==> src/rtl/freq_pkg.sv <==
// freq_pkg: shared definitions for the frequency-counter gate controller.
//   - state_t      : controller FSM encoding
//   - RUN_BIT      : switch_value bit that enables measurement
//   - SEL_LSB/W    : position/width of the gate-time code in switch_value
//   - GATE_MS_TBL  : gate code -> window length in milliseconds
//   - gate_ms()    : table lookup helper
package freq_pkg;

    typedef enum logic [2:0] {
        ST_IDLE    = 3'd0,
        ST_ARM     = 3'd1,
        ST_GATE    = 3'd2,
        ST_LATCH   = 3'd3,
        ST_HOLDOFF = 3'd4
    } state_t;

    localparam int RUN_BIT  = 7;
    localparam int SEL_LSB  = 0;
    localparam int SEL_W    = 2;
    // Wide enough to hold 10000, the longest gate in ms.
    localparam int MS_CNT_W = 14;

    // Indexed by the 2-bit gate code: 00->10, 01->100, 10->1000, 11->10000 ms.
    localparam logic [3:0][MS_CNT_W-1:0] GATE_MS_TBL = {
        14'd10000, 14'd1000, 14'd100, 14'd10
    };

    function automatic logic [MS_CNT_W-1:0] gate_ms(input logic [SEL_W-1:0] sel);
        return GATE_MS_TBL[sel];
    endfunction

endpackage

==> src/rtl/ms_tick_gen.sv <==
// ms_tick_gen: millisecond prescaler.
// Counts 0..MS_CYCLES-1 while enabled and wraps; tick is high on the
// last count of each wrap, so one tick marks the end of a full millisecond.
//   sys_clk : clock
//   sys_rst : synchronous active-high reset
//   clear   : restart the prescaler at 0 (takes priority over enable)
//   enable  : advance the prescaler this cycle
//   tick    : 1-cycle pulse on the final cycle of each millisecond
module ms_tick_gen #(
    parameter int MS_CYCLES = 50000
) (
    input  logic sys_clk,
    input  logic sys_rst,
    input  logic clear,
    input  logic enable,
    output logic tick
);

    localparam int PW = (MS_CYCLES > 1) ? $clog2(MS_CYCLES) : 1;
    localparam logic [PW-1:0] LAST = PW'(MS_CYCLES - 1);

    logic [PW-1:0] presc;

    assign tick = enable && (presc == LAST);

    always_ff @(posedge sys_clk) begin
        if (sys_rst || clear) begin
            presc <= '0;
        end else if (enable) begin
            presc <= tick ? '0 : presc + PW'(1);
        end
    end

endmodule

==> src/rtl/freq_gate_ctrl.sv <==
// freq_gate_ctrl: gate-time controller for a switch-driven frequency counter.
// Opens a measurement window of N ms (N from switch_value[1:0]), counts
// rising edges of the asynchronous sig_in inside it, publishes the count,
// waits one millisecond, and repeats while the run bit is set.
//   sys_clk      : clock, rising edge
//   sys_rst      : synchronous active-high reset
//   switch_value : [7] run, [1:0] gate code, [6:2] ignored
//   sig_in       : measured signal, asynchronous
//   gate         : high while the window is open
//   freq_count   : last completed edge count (saturating)
//   count_valid  : 1-cycle pulse, coincident with the new freq_count
//   gate_sel     : gate code latched for the current/last window
module freq_gate_ctrl
    import freq_pkg::*;
#(
    parameter int MS_CYCLES = 50000,
    parameter int CNT_W     = 32
) (
    input  logic             sys_clk,
    input  logic             sys_rst,
    input  logic [7:0]       switch_value,
    input  logic             sig_in,
    output logic             gate,
    output logic [CNT_W-1:0] freq_count,
    output logic             count_valid,
    output logic [1:0]       gate_sel
);

    state_t state, state_nxt;

    logic                run;
    logic [SEL_W-1:0]    sel_in;
    logic                unused_sw;

    logic [2:0]          sync_pipe;   // [0],[1] synchronizer, [2] history
    logic                sig_rise;

    logic                ms_tick;
    logic                presc_clr;
    logic                presc_en;
    logic [MS_CNT_W-1:0] ms_cnt;
    logic [MS_CNT_W-1:0] ms_last;
    logic                gate_done;

    logic [CNT_W-1:0]    edge_cnt;
    logic [CNT_W-1:0]    edge_cnt_nxt;

    assign run       = switch_value[RUN_BIT];
    assign sel_in    = switch_value[SEL_LSB +: SEL_W];
    assign unused_sw = ^switch_value[6:2];

    // ---------------------------------------------------------------
    // sig_in synchronizer and rising-edge detect
    // ---------------------------------------------------------------
    always_ff @(posedge sys_clk) begin
        if (sys_rst) begin
            sync_pipe <= '0;
        end else begin
            sync_pipe <= {sync_pipe[1:0], sig_in};
        end
    end

    assign sig_rise = sync_pipe[1] & ~sync_pipe[2];

    // ---------------------------------------------------------------
    // Millisecond timebase. Cleared in ARM so the window starts on a
    // millisecond boundary, and in LATCH so HOLDOFF is a full ms.
    // ---------------------------------------------------------------
    assign presc_clr = (state == ST_ARM) || (state == ST_LATCH);
    assign presc_en  = (state == ST_GATE) || (state == ST_HOLDOFF);

    ms_tick_gen #(
        .MS_CYCLES (MS_CYCLES)
    ) u_ms_tick (
        .sys_clk (sys_clk),
        .sys_rst (sys_rst),
        .clear   (presc_clr),
        .enable  (presc_en),
        .tick    (ms_tick)
    );

    always_ff @(posedge sys_clk) begin
        if (sys_rst || state == ST_ARM) begin
            ms_cnt <= '0;
        end else if (state == ST_GATE && ms_tick) begin
            ms_cnt <= ms_cnt + MS_CNT_W'(1);
        end
    end

    assign ms_last   = gate_ms(gate_sel) - MS_CNT_W'(1);
    assign gate_done = ms_tick && (ms_cnt == ms_last);

    // ---------------------------------------------------------------
    // Gate code latch: only ARM samples the switches, so mid-window
    // changes take effect at the next ARM.
    // ---------------------------------------------------------------
    always_ff @(posedge sys_clk) begin
        if (sys_rst) begin
            gate_sel <= '0;
        end else if (state == ST_ARM) begin
            gate_sel <= sel_in;
        end
    end

    // ---------------------------------------------------------------
    // Saturating edge counter
    // ---------------------------------------------------------------
    always_comb begin
        edge_cnt_nxt = edge_cnt;
        if (state == ST_ARM) begin
            edge_cnt_nxt = '0;
        end else if (state == ST_GATE && sig_rise && edge_cnt != '1) begin
            edge_cnt_nxt = edge_cnt + CNT_W'(1);
        end
    end

    always_ff @(posedge sys_clk) begin
        if (sys_rst) begin
            edge_cnt <= '0;
        end else begin
            edge_cnt <= edge_cnt_nxt;
        end
    end

    // The result register is loaded on the GATE->LATCH transition from the
    // next-state counter value, so an edge seen on the final GATE cycle is
    // included and freq_count already holds the new value while
    // count_valid is high in LATCH.
    always_ff @(posedge sys_clk) begin
        if (sys_rst) begin
            freq_count <= '0;
        end else if (state == ST_GATE && state_nxt == ST_LATCH) begin
            freq_count <= edge_cnt_nxt;
        end
    end

    // ---------------------------------------------------------------
    // FSM: state register
    // ---------------------------------------------------------------
    always_ff @(posedge sys_clk) begin
        if (sys_rst) begin
            state <= ST_IDLE;
        end else begin
            state <= state_nxt;
        end
    end

    // ---------------------------------------------------------------
    // FSM: next state
    // ---------------------------------------------------------------
    always_comb begin
        state_nxt = state;
        unique case (state)
            ST_IDLE: begin
                if (run) state_nxt = ST_ARM;
            end
            ST_ARM: begin
                state_nxt = ST_GATE;
            end
            ST_GATE: begin
                // Dropping run abandons the window before it can publish.
                if (!run)           state_nxt = ST_IDLE;
                else if (gate_done) state_nxt = ST_LATCH;
            end
            ST_LATCH: begin
                state_nxt = ST_HOLDOFF;
            end
            ST_HOLDOFF: begin
                if (ms_tick) state_nxt = run ? ST_ARM : ST_IDLE;
            end
            default: begin
                state_nxt = ST_IDLE;
            end
        endcase
    end

    // ---------------------------------------------------------------
    // FSM: outputs
    // ---------------------------------------------------------------
    always_comb begin
        gate        = 1'b0;
        count_valid = 1'b0;
        case (state)
            ST_GATE:  gate        = 1'b1;
            ST_LATCH: count_valid = 1'b1;
            default:  ;
        endcase
    end

endmodule

==> config.mk <==
export PLATFORM = sky130hd
export DESIGN_NAME = freq_gate_ctrl
export DESIGN_NICKNAME = d
export VERILOG_FILES = /design/src/rtl/freq_pkg.sv /design/src/rtl/ms_tick_gen.sv /design/src/rtl/freq_gate_ctrl.sv
export SDC_FILE = /design/constraint.sdc
export NUM_CORES = 1
export LEC_CHECK = 0
export BUFFER_PORTS_ARGS = -buffer_cell sky130_fd_sc_hd__buf_4
export CORE_MARGIN = 4
export CORE_UTILIZATION = 35
export CTS_CLUSTER_SIZE = 24
export DETAILED_ROUTE_END_ITERATION = 8
export PLACE_DENSITY_LB_ADDON = 0.25
export SLEW_MARGIN = 20
export SYNTH_ARGS = -nofsm -noshare
export SYNTH_HDL_FRONTEND = slang
export SYNTH_SLANG_ARGS = --single-unit
==> constraint.sdc <==
create_clock -name sys_clk -period 3.4 [get_ports sys_clk]
set_input_delay 0.68 -clock sys_clk [delete_from_list [all_inputs] [get_ports sys_clk]]
set_output_delay 0.68 -clock sys_clk [all_outputs]
set_load 0.01 [all_outputs]
==> metrics.md <==
| Metric | Value |
|---|---|
| Outcome | completed |
| CTS Buf Count | 9 |
| Fin crit period | 2.926 ns |
| Hold Fails Final Rpt | 0 |
| Hold Startpoint | sync_pipe[0] |
| CP Class | reg -> reg |
| DRC | 0 |
| Final Setup Violations | 0 |
| Die height | 120.8 um |
| VDD IR max | 0.2995 mV |
| I/O pin count | 47 |
| Die area | 14,590 um2 |
| Switch share | 0.2278 |
| RSZ-0062 raised after global routing | no |
| Syn Area/Cell | 9.144 um2 |
| Register bit count reported by yosys | 102 |
| Post-synth EDFFs | 0 |
| Reg power frac | 0.539 |
| Insertion delay to the later sink of the worst-skew pair | 0.34 ns |
| Worst hold path type | reg -> reg |
| Clock power frac | 0.427 |
| Cell area after synthesis | between 4000 and 5000 um2 |
| Critical Path Start Type | register |
| # Post-CTS Setup Buffers | 0 |
| Vias in the first global route | 3,498 |
| Distinct cells, synth | 54 |
| Vias/cell | between 5 and 6 |
| Antenna cells | 0 |
| CP Launch Point | gate_sel[1] |
| Pwr/cell area | between 400 and 500 nW/um2 |
| Syn Nets | 506 |
| Chip Width | about 120 um |
| Commonest non-fill, non-tap cell in the layout | dfxtp_1 |
| WL final | 9.954 mm |
| Root buffer cell | clkbuf_16 |
| Largest net degree at the start of global routing | 28 |
| Layout cell share with drive strength beyond 1 | 0.1391 |
| H-tree depth | 3 |
| Clk pin slew, worst setup/hold paths | 0.07 ns |
| Number of nets in the layout | between 500 and 600 |
| Gpl congestion | about 0.83 |
| Met2 routed WL | ~4.6 mm |
| Ys flop type | dfxtp_1 |
| TritonRoute pass-1 iters | 4 |
| Remaining global-route overflow | 0 |
| Core footprint | around 12,000 um2 |
| Min Hold Slack | 0.4445 ns |
| Met3 WL post-DR | 390 um |
| Area taken by flip-flops and latches | 2042 um2 |
| Depth of the most critical reg-to-reg path | 8 |
| Final Cycle Share | 0.8607 |
| Cts-stage hold buffer count | 0 |
| DP HPWL | 7.057 mm |
| Commonest non-fill, non-tap cells in the layout | dfxtp_1 (102), nor2_1 (73), buf_4 (49), nand2_1 (34), xor2_1 (26) |
| Sequential fraction of the synthesis area | 0.4586 |
| Post-route setup TNS | 0 ns |
| Slew HR | 0.4825 |
| Vias | 3,638 |
| Clock Sink Count | approximately 100 |
| Leakage power | roughly 2.0 nW |
| CTS resizes | 0 |
| Post-route ant nets | 0 |
| Area grow syn2layout | 17.34% |
| Highest metal used | met4 |
| P_sw | 0.0005099 W |
| Skew final | 0.009723 ns |
| Footprint of the multi-input gates | 2301 um2 |
| Async SR Flop Fraction | 0 |
| CP Data Arrival Time | 3.19 ns |
| CTS tree | built |
| Initial antenna violation count | 0 |
| Overall routing resource usage | 0.1402 |
| First-pass GRT wire length | 16.83 mm |
| Fill count | 1,248 |
| Max FO, Critical Path | 27 |
| Rows | 40 |
| Post-DR wirelength/cell | 14.22 um |
| FF-to-FF End | freq_count[11] |
| Synthesized instance count | 487 |
| Synth Warn # | 0 |
| Critical path required time | 3.66 ns |
| Met1 Wirelength | between 4 and 5 mm |
| Clock tree buffer depth | 2 |
| Combinational cell fraction of total power | 0.034 |
| Initial Util | 0.3647 |
| Max Slew Vio Count | 0 |
| I/O Buffers | 41 |
| R2R Setup Slk | 0.47 ns |
| Critical Path Sink | freq_count[11] |
| # Max-Cap Violations | 0 |
| RR Startpoint | gate_sel[1] |
| Crit end category | register |
| Slew @ Worst Pin | 0.7755 ns |
| Initial DRC Count | 251 |
| Internal cell power | 0.001728 W |
| Highest clock rate | 341.7 MHz |
stage by stage:
stage / worst slack (ns) / cell area (um2) / power [W] / std cells / util
2_1_floorplan: 0.7213 / 4453 / 0.001285 / 487 / -
6_report: 0.4736 / 5225 / 0.002238 / 700 / 0.4279
3_3_place_gp: 0.5369 / 4951 / 0.001310 / 684 / 0.4054
3_5_place_dp: 0.4380 / 4951 / 0.001312 / 684 / 0.4054
4_1_cts: 0.4351 / 5225 / 0.002271 / 700 / 0.4279
5_1_grt: 0.1971 / 5225 / 0.002322 / 700 / 0.4279
cells in the mapped netlist (2+ instances only):
master / instances / area (um2)
dfxtp_1: 102 / 2042
nor2_1: 74 / 277.8
nand2_1: 34 / 127.6
xor2_1: 26 / 227.7
xnor2_1: 25 / 219.0
nand3_1: 22 / 110.1
nand4_1: 22 / 137.6
o22a_1: 19 / 166.4
and3_1: 13 / 81.33
clkbuf_1: 12 / 45.04
a21oi_1: 10 / 50.05
o2bb2ai_1: 9 / 78.83
a211oi_1: 8 / 60.06
ha_1: 8 / 100.1
nor4_1: 8 / 50.05
inv_1: 7 / 26.28
nor3_1: 7 / 35.03
a31oi_1: 6 / 37.54
and2_1: 6 / 37.54
and4_1: 6 / 52.55
buf_2: 6 / 30.03
nor2b_1: 6 / 37.54
o21ai_0: 5 / 25.02
or3_1: 5 / 31.28
or4_1: 3 / 22.52
a41o_1: 2 / 20.02
buf_1: 2 / 7.510
mux2i_1: 2 / 20.02
nand2b_1: 2 / 12.51
nor3b_1: 2 / 15.01
nor4b_1: 2 / 17.52
nor4b_2: 2 / 30.03
o211ai_1: 2 / 15.01
or2_2: 2 / 12.51
power by group through the flow:
stage | clock network (W) | registers, W | logic (W)
CTS | 0.000986 | 0.00121 | 0.0000783
global route | 0.00103 | 0.00121 | 0.0000865
finish | 0.000955 | 0.00121 | 0.0000771
floorplan | 0 | 0.00123 | 0.0000539
detailed placement | 0 | 0.00123 | 0.0000777
global placement | 0 | 0.00123 | 0.0000768
metal layers:
layer | global-route usage | vias to the layer above
li1 | - | 1823
met1 | 0.1826 | 1743
met2 | 0.2291 | 57
met3 | 0.03040 | 15
met4 | 0.04958 | 0
met5 | 0 | -
critical path: stages (launching register included):
cell and delay, ns:
dfxtp_1 0.43, inv_1 0.13, ha_1 0.33, or4b_1 0.47, a222oi_1 0.29, nor4b_4 0.29, buf_4 0.35, nand2_1 0.30
o22ai_1 0.24
how the worst min path moves through the flow:
stage | cells after the start | end | slack [ns]
finish | 1 | sync_pipe[1] | 0.44
global route | 1 | sync_pipe[1] | 0.47
CTS | 1 | sync_pipe[1] | 0.45
detailed placement | 1 | sync_pipe[1] | 0.43
global placement | 1 | sync_pipe[1] | 0.42
floorplan | 1 | sync_pipe[1] | 0.41
flip-flops by register name, summed over array words and instances, names as in the netlist:
name,cells
state,3
gate_sel,2
sync_pipe,3
edge_cnt,32
ms_cnt,14
freq_count,32
u_ms_tick.presc,16
layout make-up:
cell class	count	area share
multi-input cells	357	0.4404
flip-flops and latches	102	0.3908
repair buffers	49	0.07040
clock buffers	11	0.04454
well taps	168	0.04023
clock inverters	5	0.007902
inverters	8	0.005747
logic make-up after synthesis:
| kind of cell | count (synthesis) | share of synthesized area |
|---|---|---|
| flops | 102 | 0.4586 |
| fa+ha+maj | 8 | 0.02248 |
| xor+xnor | 51 | 0.1003 |
| compound gates | 71 | 0.1219 |
| simple gates | 225 | 0.2669 |
| buf+inv | 28 | 0.02529 |
| mux | 2 | 0.004496 |
Power figures use the tool's default switching activity.
